==> src/rtl/fp32_serial_host_pkg.sv <==
// Shared definitions for the fp32 serial host: widths, FSM encoding and FP32 field positions
// also used by the add_float bench.
package fp32_serial_host_pkg;

    localparam int WIDTH    = 32;
    localparam int MAX_WAIT = 60;
    localparam int SER_BITS = 2 * WIDTH;

    localparam int SIGN_BIT = 31;
    localparam int EXP_MSB  = 30;
    localparam int EXP_LSB  = 23;
    localparam int MAN_MSB  = 22;

    typedef enum logic [2:0] {
        ST_IDLE   = 3'd0,
        ST_ARM    = 3'd1,
        ST_SEND   = 3'd2,
        ST_WAIT   = 3'd3,
        ST_FINISH = 3'd4
    } state_e;

    localparam logic [5:0] LAST_BIT  = 6'(SER_BITS - 1);
    localparam logic [5:0] WAIT_LAST = 6'(MAX_WAIT - 1);

    // True while a serial counter sits on its terminal value
    function automatic logic cnt_at(input logic [5:0] cnt, input logic [5:0] last);
        return (cnt == last);
    endfunction

endpackage

==> src/rtl/fp32_serial_host_if.sv <==
// Serial link between the host driver and the bit-serial add_float core.
interface fp32_serial_host_if;
    logic go;
    logic inpab;
    logic shift;
    logic out_c;
    logic over;
    logic under;
    logic done;

    modport master (output go, output inpab,
                    input shift, input out_c, input over, input under, input done);
    modport slave  (input go, input inpab,
                    output shift, output out_c, output over, output under, output done);
endinterface

==> src/rtl/fp32_serial_host_piso.sv <==
// Parallel-in serial-out shift register, MSB first, with load and shift enable.
module fp32_serial_host_piso #(
    parameter int W = 64
) (
    input  logic         clk,
    input  logic         reset,
    input  logic         load,
    input  logic         shift_en,
    input  logic [W-1:0] din,
    output logic         msb
);

    logic [W-1:0] sh_r;

    // Shift register: load has priority over shifting
    always_ff @(posedge clk) begin
        if (reset) begin
            sh_r <= '0;
        end else if (load) begin
            sh_r <= din;
        end else if (shift_en) begin
            sh_r <= {sh_r[W-2:0], 1'b0};
        end else begin
            sh_r <= sh_r;
        end
    end

    assign msb = sh_r[W-1];

endmodule

==> src/rtl/fp32_serial_host.sv <==
// Host-side driver for the bit-serial add_float core: sends A then B MSB-first, collects the
// serial sum and reports over/under/timeout with a one-cycle valid pulse.
module fp32_serial_host
    import fp32_serial_host_pkg::*;
(
    input  logic                 clk,
    input  logic                 reset,
    input  logic                 start,
    input  logic [WIDTH-1:0]     op_a,
    input  logic [WIDTH-1:0]     op_b,
    output logic                 busy,
    output logic [WIDTH-1:0]     result,
    output logic                 res_valid,
    output logic                 res_over,
    output logic                 res_under,
    output logic                 timeout,
    fp32_serial_host_if.master   core
);

    state_e      state_r, state_s;
    logic [5:0]  bit_cnt_r, bit_cnt_s;
    logic [5:0]  wait_cnt_r, wait_cnt_s;
    logic        go_r, go_s;
    logic        inpab_r, inpab_s;
    logic        busy_r, busy_s;
    logic        res_valid_r, res_valid_s;
    logic        over_r, over_s;
    logic        under_r, under_s;
    logic        timeout_r, timeout_s;
    logic        load_s, shen_s, piso_msb_s;
    logic [WIDTH-1:0] result_r;

    fp32_serial_host_piso #(.W(SER_BITS)) u_piso (
        .clk      (clk),
        .reset    (reset),
        .load     (load_s),
        .shift_en (shen_s),
        .din      ({op_a, op_b}),
        .msb      (piso_msb_s)
    );

    // State and registered outputs
    always_ff @(posedge clk) begin
        if (reset) begin
            state_r     <= ST_IDLE;
            bit_cnt_r   <= 6'd0;
            wait_cnt_r  <= 6'd0;
            go_r        <= 1'b1;
            inpab_r     <= 1'b0;
            busy_r      <= 1'b0;
            res_valid_r <= 1'b0;
            over_r      <= 1'b0;
            under_r     <= 1'b0;
            timeout_r   <= 1'b0;
        end else begin
            state_r     <= state_s;
            bit_cnt_r   <= bit_cnt_s;
            wait_cnt_r  <= wait_cnt_s;
            go_r        <= go_s;
            inpab_r     <= inpab_s;
            busy_r      <= busy_s;
            res_valid_r <= res_valid_s;
            over_r      <= over_s;
            under_r     <= under_s;
            timeout_r   <= timeout_s;
        end
    end

    // Next state and next values of the registered outputs
    always_comb begin
        state_s     = state_r;
        bit_cnt_s   = bit_cnt_r;
        wait_cnt_s  = wait_cnt_r;
        go_s        = go_r;
        inpab_s     = 1'b0;
        busy_s      = busy_r;
        res_valid_s = 1'b0;
        over_s      = over_r;
        under_s     = under_r;
        timeout_s   = timeout_r;
        load_s      = 1'b0;
        shen_s      = 1'b0;
        case (state_r)
            ST_IDLE: begin
                go_s   = 1'b1;
                busy_s = 1'b0;
                if (start) begin
                    state_s    = ST_ARM;
                    load_s     = 1'b1;
                    go_s       = 1'b0;
                    busy_s     = 1'b1;
                    over_s     = 1'b0;
                    under_s    = 1'b0;
                    timeout_s  = 1'b0;
                    bit_cnt_s  = 6'd0;
                    wait_cnt_s = 6'd0;
                end else begin
                    state_s = ST_IDLE;
                end
            end
            // inpab is registered, so the first bit is fetched during the go-low setup cycle
            ST_ARM: begin
                state_s   = ST_SEND;
                shen_s    = 1'b1;
                inpab_s   = piso_msb_s;
                bit_cnt_s = 6'd0;
            end
            ST_SEND: begin
                if (cnt_at(bit_cnt_r, LAST_BIT)) begin
                    state_s    = ST_WAIT;
                    wait_cnt_s = 6'd0;
                end else begin
                    shen_s    = 1'b1;
                    inpab_s   = piso_msb_s;
                    bit_cnt_s = bit_cnt_r + 6'd1;
                end
            end
            ST_WAIT: begin
                if (core.done) begin
                    state_s     = ST_FINISH;
                    over_s      = core.over;
                    under_s     = core.under;
                    res_valid_s = 1'b1;
                    go_s        = 1'b1;
                    busy_s      = 1'b0;
                end else if (cnt_at(wait_cnt_r, WAIT_LAST)) begin
                    state_s     = ST_FINISH;
                    timeout_s   = 1'b1;
                    res_valid_s = 1'b1;
                    go_s        = 1'b1;
                    busy_s      = 1'b0;
                end else begin
                    wait_cnt_s = wait_cnt_r + 6'd1;
                end
            end
            ST_FINISH: begin
                state_s = ST_IDLE;
                go_s    = 1'b1;
                busy_s  = 1'b0;
            end
            default: begin
                state_s = ST_IDLE;
                go_s    = 1'b1;
                busy_s  = 1'b0;
            end
        endcase
    end

    // Result SIPO: the core may begin shifting out while operands are still being sent
    always_ff @(posedge clk) begin
        if (reset) begin
            result_r <= '0;
        end else if (((state_r == ST_SEND) || (state_r == ST_WAIT)) && core.shift) begin
            result_r <= {result_r[WIDTH-2:0], core.out_c};
        end else begin
            result_r <= result_r;
        end
    end

    assign core.go    = go_r;
    assign core.inpab = inpab_r;
    assign busy       = busy_r;
    assign result     = result_r;
    assign res_valid  = res_valid_r;
    assign res_over   = over_r;
    assign res_under  = under_r;
    assign timeout    = timeout_r;

endmodule

==> src/flat_wrapper.sv <==
// flat-port wrapper written by rule: the top's interface ports become plain ports
module fp32_serial_host_flat import fp32_serial_host_pkg::*;
  (clk, reset, start, op_a, op_b, busy, result, res_valid, res_over, res_under, timeout, core_go, core_inpab, core_shift, core_out_c, core_over, core_under, core_done);
  fp32_serial_host_if core_i ();
  input  logic clk;
  input  logic reset;
  input  logic start;
  input  logic [WIDTH-1:0] op_a;
  input  logic [WIDTH-1:0] op_b;
  output logic busy;
  output logic [WIDTH-1:0] result;
  output logic res_valid;
  output logic res_over;
  output logic res_under;
  output logic timeout;
  output wire logic [$bits(core_i.go)-1:0] core_go;
  output wire logic [$bits(core_i.inpab)-1:0] core_inpab;
  input wire logic [$bits(core_i.shift)-1:0] core_shift;
  input wire logic [$bits(core_i.out_c)-1:0] core_out_c;
  input wire logic [$bits(core_i.over)-1:0] core_over;
  input wire logic [$bits(core_i.under)-1:0] core_under;
  input wire logic [$bits(core_i.done)-1:0] core_done;
  assign core_go = core_i.go;
  assign core_inpab = core_i.inpab;
  assign core_i.shift = core_shift;
  assign core_i.out_c = core_out_c;
  assign core_i.over = core_over;
  assign core_i.under = core_under;
  assign core_i.done = core_done;
  fp32_serial_host u_core (.clk(clk), .reset(reset), .start(start), .op_a(op_a), .op_b(op_b), .busy(busy), .result(result), .res_valid(res_valid), .res_over(res_over), .res_under(res_under), .timeout(timeout), .core(core_i));
endmodule
==> config.mk <==
export PLATFORM = sky130hd
export DESIGN_NAME = fp32_serial_host_flat
export DESIGN_NICKNAME = d
export VERILOG_FILES = /design/src/rtl/fp32_serial_host_pkg.sv /design/src/rtl/fp32_serial_host_if.sv /design/src/rtl/fp32_serial_host_piso.sv /design/src/rtl/fp32_serial_host.sv /design/src/flat_wrapper.sv
export SDC_FILE = /design/constraint.sdc
export NUM_CORES = 1
export LEC_CHECK = 0
export BUFFER_PORTS_ARGS = -buffer_cell sky130_fd_sc_hd__clkbuf_2
export CORE_UTILIZATION = 55
export DETAILED_ROUTE_END_ITERATION = 10
export GPL_TIMING_DRIVEN = 0
export PLACE_DENSITY = 0.8
export SLEW_MARGIN = 5
export SYNTH_ARGS = -nofsm -noshare
export SYNTH_HDL_FRONTEND = slang
export SYNTH_SLANG_ARGS = --single-unit
==> constraint.sdc <==
create_clock -name clk -period 4.4 [get_ports clk]
set_clock_uncertainty 0.1 [all_clocks]
set_input_delay 1.1 -clock clk [delete_from_list [all_inputs] [get_ports clk]]
set_output_delay 1.1 -clock clk [all_outputs]
set_load 0.02 [all_outputs]
## Word level (Yosys, flattened, before mapping)

Cells that the tools add are included.

| cells by class | value |
|---|---|
| add/subtract/negate cells | 2 |
| eq/ne operators | 13 |
| multiplexer cells | 36 |
| bitwise operators | 2 |
| reductions and logical operators | 15 |

Operators with widths:

| operator | number |
|---|---|
| $mux 64 | 2 |
| $pmux 6 s3 | 2 |
| $mux 6 | 5 |
| $mux 1 | 16 |
| $add 6x1->6 const B | 2 |
| $eq 6x6->1 const B | 2 |
| $pmux 3 s4 | 1 |
| $ne 2x2->1 const B | 5 |
| $pmux 1 s2 | 5 |
| $mux 3 | 3 |
| $eq 3x2->1 const B | 2 |
| $pmux 1 s3 | 2 |
| $reduce_and 3->1 | 2 |
| $reduce_bool 3->1 | 2 |
| $reduce_and 5->1 | 1 |
| $ne 2x1->1 const B | 2 |
| $reduce_and 2->1 | 2 |
| $reduce_and 4->1 | 1 |
| $reduce_bool 2->1 | 2 |
| $reduce_or 2->1 | 2 |
| $eq 3x1->1 const B | 1 |
| $logic_not 3->1 | 1 |
| $ne 3x2->1 const B | 1 |
| $not 1->1 | 2 |
| 2 further kinds | 2 |

| storage, ports and cells | value |
|---|---|
| register bits | 118 |
| input port bits | 72 |
| output and inout port bits | 39 |

## Depth between registers and ports, before layout

Gate-level depths: netlist of the first run.

| depth | value |
|---|---|
| depth in word-level cells | 5 |
| depth in mapped cells | 7 |
| gate-level depth less buffers | 5 |

## By module

From an unflattened synthesis of the first run, not the netlist that was laid out.

| unflattened totals | value |
|---|---|
| cells, all modules | 548 |
| area total of the unflattened synthesis | 5215.0 sq um |

Modules (own cells, without submodules):

| module | instances | cells each | area each (sq um) |
|---|---|---|---|
| fp32_serial_host_piso | 1 | 284 | 3006.6 |
| fp32_serial_host | 1 | 264 | 2208.4 |

## Worst setup path after synthesis of the first run

Ideal clock, no wire load.

| timing path | value |
|---|---|
| kind | input port to flip-flop |
| start point | input port start |
| end point | register u_core.u_piso.sh_r[24] |
| setup time | 0.147 ns |
| arrival | 2.102 ns |
| required time | 4.153 ns |
| path slack | 2.052 ns |
| cell stages on the path | 6 |
| path buffers | 2 |
| cell sequence | nor3_1 -> or3_1 -> nor2_1 -> buf_4 -> buf_6 -> a311oi_2 |

| on the way | value |
|---|---|
| longest elaborated chain between the ends | 3 |
| elaborated cells on any way between the ends | 4 |
| classes of those cells | mux: 3; reduce/logical: 1 |

Ends and longest elaborated chain:

| element | RTL line | RTL |
|---|---|---|
| start: declaration | flat_wrapper.sv:7 | `input logic start;` |
| $mux 1 * | fp32_serial_host.sv:87 | `if (start) begin` |
| $mux 1 * | fp32_serial_host.sv:83 | `case (state_r)` |
| $mux 64 / $reduce_bool 2->1 (equally long branches) | -- |  |
| end signal: assignment | fp32_serial_host_piso.sv:20 | `sh_r <= din;` |
| end signal: assignment | fp32_serial_host_piso.sv:22 | `sh_r <= {sh_r[W-2:0], 1'b0};` |
| end signal: assignment | fp32_serial_host_piso.sv:24 | `sh_r <= sh_r;` |
| end: declaration | fp32_serial_host_piso.sv:13 | `logic [W-1:0] sh_r;` |

Every way passes the cells marked *; elsewhere a longest branch is shown, timed or not.
A chain may end at the register's enable or synchronous reset.

## Worst setup path after layout of the first run

Ends and elaborated chain as after synthesis.

==> run summary, run 1 <==
Cell internal power was estimated by the tool at 2.12 mW. The tools report the clock buffer count from CTS as 17. Setup repair after global routing left no endpoint under its margin. Largest net degree at the start of global routing: 17.

The share of the clock period used by the worst path is 0.545. The run finished with clean final reports. The switching share of power was 0.268; the sequential cell fraction of total power was 0.411. Summed over all layers, the global routing overflow is 0. From left edge to right edge, the die measures 100 um. For the initial antenna violation count, the log shows 0.

Summed over all nets, the switching power comes to 0.776 mW. In the final routed layout, each cell accounts on average for 14.9 um. For the pin with the worst max-slew slack, the measured transition is 0.701 ns.

The post-synthesis average cell area was 8.36 um2; the overall routed net length was 13500 um. The run gives 9240 um as the post-detailed-placement half-perimeter wirelength. Depth of the CTS H-tree: 4. The effective utilization at floorplan came out at 0.573.

Data on the critical path is required at its endpoint by 4.71 ns. The total routing usage reported by global routing was 0.278; the count of non-filler cells in the finished layout was 906. The setup total negative slack is 0 ns. At the end of routability-driven placement, the weighted congestion stood at 0.884. In this run the remaining antenna-violating nets after routing total 0. Setup violations remaining at the end of the flow were counted as 0. The placeable core region was 9280 um2; the share of synthesized area occupied by flip-flops and latches was 0.444. Of all nets on the critical path, the largest fanout is 10.

After synthesis the netlist holds a flip-flop and latch count of 118. The analysis attributes to cell leakage a power of 2.48 nW. Yosys mapped a number of flops with a built-in enable equal to 0. TritonCTS built the clock tree. Max-cap violations in this run came to 0.

The logs give 5 for the detailed-routing iteration count for the pre-antenna-repair pass and 0 for the count of warnings emitted by yosys. Input and output buffers added on the ports amount to 109. From bottom edge to top edge, the die measures 100 um.

For this run, the top clock speed supported by timing is 417 MHz. The tree is rooted in a clkbuf_8. The total power density per cell area works out to 440 nW/um2. For the row count, the log shows 35. IR analysis of the VDD net gives a maximum drop of 0.000291 V. For the via count of the first global-routing pass, the log shows 4821. Clock tree synthesis found a total of 118 sinks. After layout, the minimum clock period comes to 2.40 ns. The number of nets in the synthesized netlist is 710.

The clock reaches the later pin of the worst-skew pair after 0.51 ns. The synthesized netlist contains 49 unique library cells. The critical path in this run is classified as in -> reg.

After detailed routing, the number of remaining DRC violations is 0. The number of antenna diodes in the final layout is 0. The first-pass GRT wire length came out at 22400 um.

For this run, the post-layout net count is 838. The clock edge transition at the registers on the reported setup and hold paths was 0.06 ns; the die area was 10100 um2. Async set-or-reset flop fraction in the synthesized netlist: 0.

The cell total after placement is 874, and the fraction of final layout cells with drive strength greater than 1 is 0.265. The number of filler instances in the final layout was 730; the I/O pin count was 111. After technology mapping, the gate count stands at 636.

No sink is reached through more buffers than the 2 on the longest clock path. Number of buffers inserted to repair setup after CTS: 0. The area growth from synthesis to layout is 23.9%. The run gives 0.451 as the share of total power in the clock network.

The run gives 0 as the post-cts gate resize count. Path class of the lowest-slack min-delay path: reg -> reg. STA puts the critical path data arrival time at 2.71 ns.

The count of pins over their slew limit was 0. The run gives 0.532 as the headroom to the max-slew limit. The tools report the element type at the critical path end as a flip-flop. The mapped netlist covers 5320 um2. For the combinational group share of total power, the log shows 0.139. In the routed layout, each cell is associated on average with a via count of 5.70.

STA classifies the critical path startpoint as a primary input. For the count of hold-fix buffers inserted at cts, the log shows 0. Summing over every cut layer, the via total after detailed routing is 5166. Number of failing hold endpoints at the final stage: 0. The detailed router finished its first iteration with 297 violations.

Among all flip-flop cells after synthesis, the most frequent one is dfxtp_1. Overall power consumption: 2.90 mW.
registers in the layout (all words and copies together), names as in the netlist:
name                cells
u_core.busy             1
u_core.core.inpab       1
u_core.result          32
u_core.wait_cnt_r       6
u_core.timeout          1
u_core.u_piso.sh_r     64
u_core.res_under        1
u_core.res_over         1
u_core.state_r          3
u_core.res_valid        1
u_core.core.go          1
u_core.bit_cnt_r        6
stage by stage:
step	area [um2]	hold WS, ns	worst slack (ns)	utilization
2_1_floorplan	5320	0.312	2.05	-
3_3_place_gp	6020	0.341	1.63	0.649
3_5_place_dp	6020	0.344	1.60	0.649
4_1_cts	6590	0.351	2.08	0.709
5_1_grt	6590	0.385	1.90	0.709
6_report	6590	0.355	2.00	0.709
synthesized netlist by cell type (all sizes together), types with 2 or more instances:
cell      n  area share
o21ai     6      0.0056
a21oi   103       0.097
a211oi    2      0.0028
or2       2      0.0024
inv       4      0.0028
a311oi   66        0.16
nand3    10      0.0094
or3       2      0.0024
nand2b    2      0.0024
nand3b    5      0.0071
and2      2      0.0024
nor3b     2      0.0028
dfxtp   118        0.44
nor3      6      0.0078
nand2   204        0.14
o21bai    2      0.0028
and3      2      0.0024
nor2     12      0.0085
nand4     4      0.0047
o221ai    3      0.0049
clkbuf   36       0.025
ha        2      0.0047
buf      22       0.026
critical path: stages:
cell	delay [ns]
clkbuf_2	0.12
nor4b_2	0.38
buf_4	0.27
clkbuf_1	0.36
nand2_1	0.17
a311oi_2	0.30
final timing paths:
| kind | from | endpoint | slack, ns | cells after the start |
|---|---|---|---|---|
| max | start | u_core.u_piso.sh_r[24] | 2.00 | 6 |
| min | u_core.core.go | u_core.core.go | 0.36 | 2 |
| max reg2reg | u_core.bit_cnt_r[0] | u_core.u_piso.sh_r[24] | 2.07 | 6 |
| min reg2reg | u_core.core.go | u_core.core.go | 0.36 | 2 |
power by group through the flow:
| stage | logic (mW) | clock network [mW] | registers, mW |
|---|---|---|---|
| floorplan | 0.295 | 0 | 1.20 |
| global route | 0.444 | 1.37 | 1.20 |
| detailed placement | 0.398 | 0 | 1.21 |
| CTS | 0.401 | 1.31 | 1.19 |
| finish | 0.402 | 1.31 | 1.19 |
| global placement | 0.385 | 0 | 1.21 |
placed cells by master (no fill, tap or decap), types with 2 or more instances in the layout:
cell / n
nand2_1: 204
ha_1: 2
clkinvlp_4: 7
nand4_1: 4
dfxtp_1: 118
and3_1: 2
nor3b_1: 2
a211oi_1: 2
or3_1: 2
clkbuf_2: 109
o21ai_0: 5
clkbuf_1: 37
nand2b_1: 2
clkbuf_8: 2
a21oi_1: 103
o21bai_1: 2
o221ai_1: 3
a311oi_1: 26
nand3b_1: 5
nor3_1: 5
inv_1: 4
buf_6: 4
nand3_1: 10
clkbuf_16: 16
a311oi_2: 40
buf_2: 13
buf_4: 3
nor2_1: 12
clkinv_2: 4
buf_1: 2
bufinv_16: 2
or2_2: 2
cells by family after synthesis:
kind of cell | share of synthesized area
simple gates | 0.207
compound gates | 0.288
flops | 0.444
buf+inv | 0.0546
fa+ha+maj | 0.00471
mux | 0.00188
final cells by class:
class                   instances  area, um2  share of cell area
plain buffers                  58        275              0.0418
repair buffers                109        546              0.0828
clock inverters                13        133              0.0201
well taps                     129        161              0.0245
inverters                       4       15.0             0.00228
multi-input cells             456       2660               0.404
clock buffers                  19        432              0.0655
flip-flops and latches        118       2360               0.359
per-layer routing:
metal  global-route usage  wire [um]  vias to the layer above
met5                    0          0                        -
met4                0.111        247                        0
met3               0.0724        834                       29
met2                0.456       6490                      186
met1                0.347       5940                     2422
li1                     -          -                     2529
Note: power is estimated with default switching activity, not from simulation.
==> inputs of run 2 (changes only) <==
clock period = 2.25 ns   (was 4.4 ns; I/O delays follow)
==> run 2 against run 1 <==
Net effect: sequential share of layout area decreased by 0.068 points; first-iteration DRC count increased by 2.0%; cell area increased by 0.19%; hold slack got worse by 0.16 ns; setup slack got worse by 1.9 ns; critical path type is now reg -> reg.
==> run summary, run 2 (synthesized netlist as in run 1, its figures left out) <==
Detailed router's first-iteration violation count: 303 (+2.0%). I/O pin count: 111 (unchanged). The vertical die dimension was 100 um (unchanged); the first-pass GRT wire length was 22400 um (unchanged). The slowest stage cell on the critical path was dfxtp_1. The number of inserted diodes is 0 (unchanged), and the worst path arrival time is 2.44 ns (-0.27 ns).

Commonest non-fill, non-tap cell in the layout: nand2_1. The post-route core utilization is 0.711 (+0.00135). The number of failing hold endpoints at the final stage is 0 (unchanged), and the register-to-register setup slack is 0.07 ns (-2.00 ns). The type of element launching the critical path was a flip-flop. The total routing usage reported by global routing came out at 0.278 (about the same). The library cells used most frequently in the layout, excluding fill and tap cells, are nand2_1, dfxtp_1, clkbuf_2. The share of total power in the clock network was 0.451 (about the same); the highest cell delay on the worst timing path was 0.35 ns (-0.03 ns). The tools report the count of maximum capacitance violations as 0 (unchanged).

The number of buffers inserted to repair setup after CTS was 0 (unchanged); the average wire per standard cell was 14.9 um (-0.30%). The cell total after placement is 874 (unchanged), and the switching component of the power is 1.52 mW (+96%). The run gives 0.410 (about the same) as the sequential cell fraction of total power. The tools report the element type at the critical path end as a flip-flop.

The depth of the CTS H-tree is 4 (unchanged), and the worst-case vdd ir drop is 0.000571 V (+96%). The overall power consumption was 5.67 mW (+96%); the count of hold-fix buffers inserted at cts was 0 (unchanged). In this run the clock root is driven by a clkbuf_8. The combinational group share of total power came out at 0.139 (about the same).

The tools report the clock buffer count from CTS as 17 (unchanged). The register name with the most flops was u_core.u_piso.sh_r. The tools report the setup violation total in the final timing report as 0 (unchanged). The number of buffers and inverters on the critical path came out at 2 (-1). The largest net degree at the start of global routing came out at 17 (unchanged). The tools report the total clock sinks as 118 (unchanged).

The final weighted congestion of routability-driven global placement came out at 0.884 (unchanged). The logs give 458 MHz for the highest clock rate and 0.543 (+0.0107) for the headroom to the max-slew limit. Setup repair after global routing left no endpoint under its margin.

The clock edge transition at the registers on the reported setup and hold paths works out to 0.06 ns (about the same). The total congestion overflow after global routing is 0 (unchanged), and the switching share of power is 0.268 (about the same). The effective utilization at floorplan is 0.573 (unchanged), and the count of vias placed by the detailed router is 5171 (+0.097%). The critical-path maximum fanout is 10 (unchanged). The category of the most critical setup path was reg -> reg.

The tools report the post-detailed-placement half-perimeter wirelength as 9240 um (unchanged). The flow ran to the end, and the final reports show no timing, DRC or antenna violations. The signal on the critical path passes through ha_1 -> and3_1 -> and3_1 -> nor2_1 -> buf_6 -> buf_6 -> a311oi_2.

The remaining antenna violation count is 0 (unchanged). X dimension of the die: 100 um (unchanged). The vias per cell was 5.71 (about the same); the number of design rule violations left after detail routing was 0 (unchanged). The cell internal power dissipation came out at 4.15 mW (+96%).

The fraction of final layout cells with drive strength greater than 1 was 0.270 (+0.00515). The flip-flop count of the largest register after layout works out to 64 (unchanged). TritonCTS built the clock tree.

Initial antenna violation count: 0 (unchanged). Family with the most delay on the worst path: simple AND/OR/NAND/NOR gates. The total power density per cell area works out to 859 nW/um2 (+95%).

The row count is 35 (unchanged), and the static power due to leakage is 2.49 nW (+0.36%). The detailed-routing iteration count for the pre-antenna-repair pass is 5 (unchanged). The die area is 10100 um2 (unchanged). The path class of the lowest-slack min-delay path is in -> reg.

Placeable core region: 9280 um2 (unchanged). The via count of the first global-routing pass was 4808 (-0.27%); the count of non-filler cells in the finished layout was 906 (unchanged). The relative area change from synthesis to final layout came out at 24.2%. Number of buffers inserted by port buffering: 109 (unchanged). The clock latency reported for the late side of the worst-skew pair is 0.51 ns (about the same), and the share of the clock period used by the worst path is 0.969. The logs give 838 (unchanged) for the final net count and 13500 um (-0.30%) for the overall routed net length.

The transition time at the pin with the least slew margin is 0.685 ns (-0.0160 ns), and the maximum clock insertion buffer count is 2 (unchanged). The worst path needs 2.18 ns of the cycle, external delays included. For the count of pins over their slew limit, the log shows 0 (unchanged).

The data required time of the worst path was 2.51 ns (-2.20 ns).
==> run 2: repair_timing <==
item,in CTS,in global routing
gates resized for setup,2,4
endpoints found under the setup margin,3,59
cloned,0,0
==> run 2: path summary, 6_finish.rpt <==
path | start | end | cells after the start
hold / removal | op_b[0] | u_core.u_piso.sh_r[0] | 3
hold reg to reg | u_core.core.go | u_core.core.go | 2
setup reg to reg | u_core.bit_cnt_r[0] | u_core.u_piso.sh_r[24] | 7
setup / recovery | u_core.bit_cnt_r[0] | u_core.u_piso.sh_r[24] | 7
==> run 2: power by group through the flow <==
stage / Clock [mW] / Sequential, mW / Combinational, mW
finish: 2.56 / 2.33 / 0.787
global route: 2.68 / 2.34 / 0.871
floorplan: 0 / 2.35 / 0.577
global placement: 0 / 2.36 / 0.752
CTS: 2.56 / 2.32 / 0.784
detailed placement: 0 / 2.36 / 0.778
==> run 2: through the flow <==
stage	hold WS [ns]	setup WS, ns	instance area [um2]	TNS (ns)
final	0.195	0.0687	6600	0
after global routing	0.181	0.00512	6600	0
after CTS	0.188	0.00400	6590	0
after detailed placement	0.344	-0.0147	6020	-0.0485
after global placement	0.341	0.0181	6020	0
after floorplan	0.312	0.439	5320	0
==> run 2: final cells by class <==
cell class	instances	area, um2
flip-flops and latches	118	2360
fillers	728	2690
clock inverters	13	133
well taps	129	161
clock buffers	19	432
multi-input cells	456	2670
plain buffers	58	283
repair buffers	109	546
inverters	4	15.0
==> run 2: metal layers <==
| metal | vias to the layer above | global-route usage | wire (um) |
|---|---|---|---|
| met1 | 2431 | 0.345 | 5940 |
| met2 | 181 | 0.459 | 6460 |
| met5 | - | 0 | 0 |
| met3 | 29 | 0.0703 | 801 |
| li1 | 2530 | - | - |
| met4 | 0 | 0.114 | 265 |
==> run 2: tightest hold or removal path: cells and delay by family <==
family          cells  cell delay, ns
buf+inv             1            0.08
simple gates        1            0.06
compound gates      1            0.05
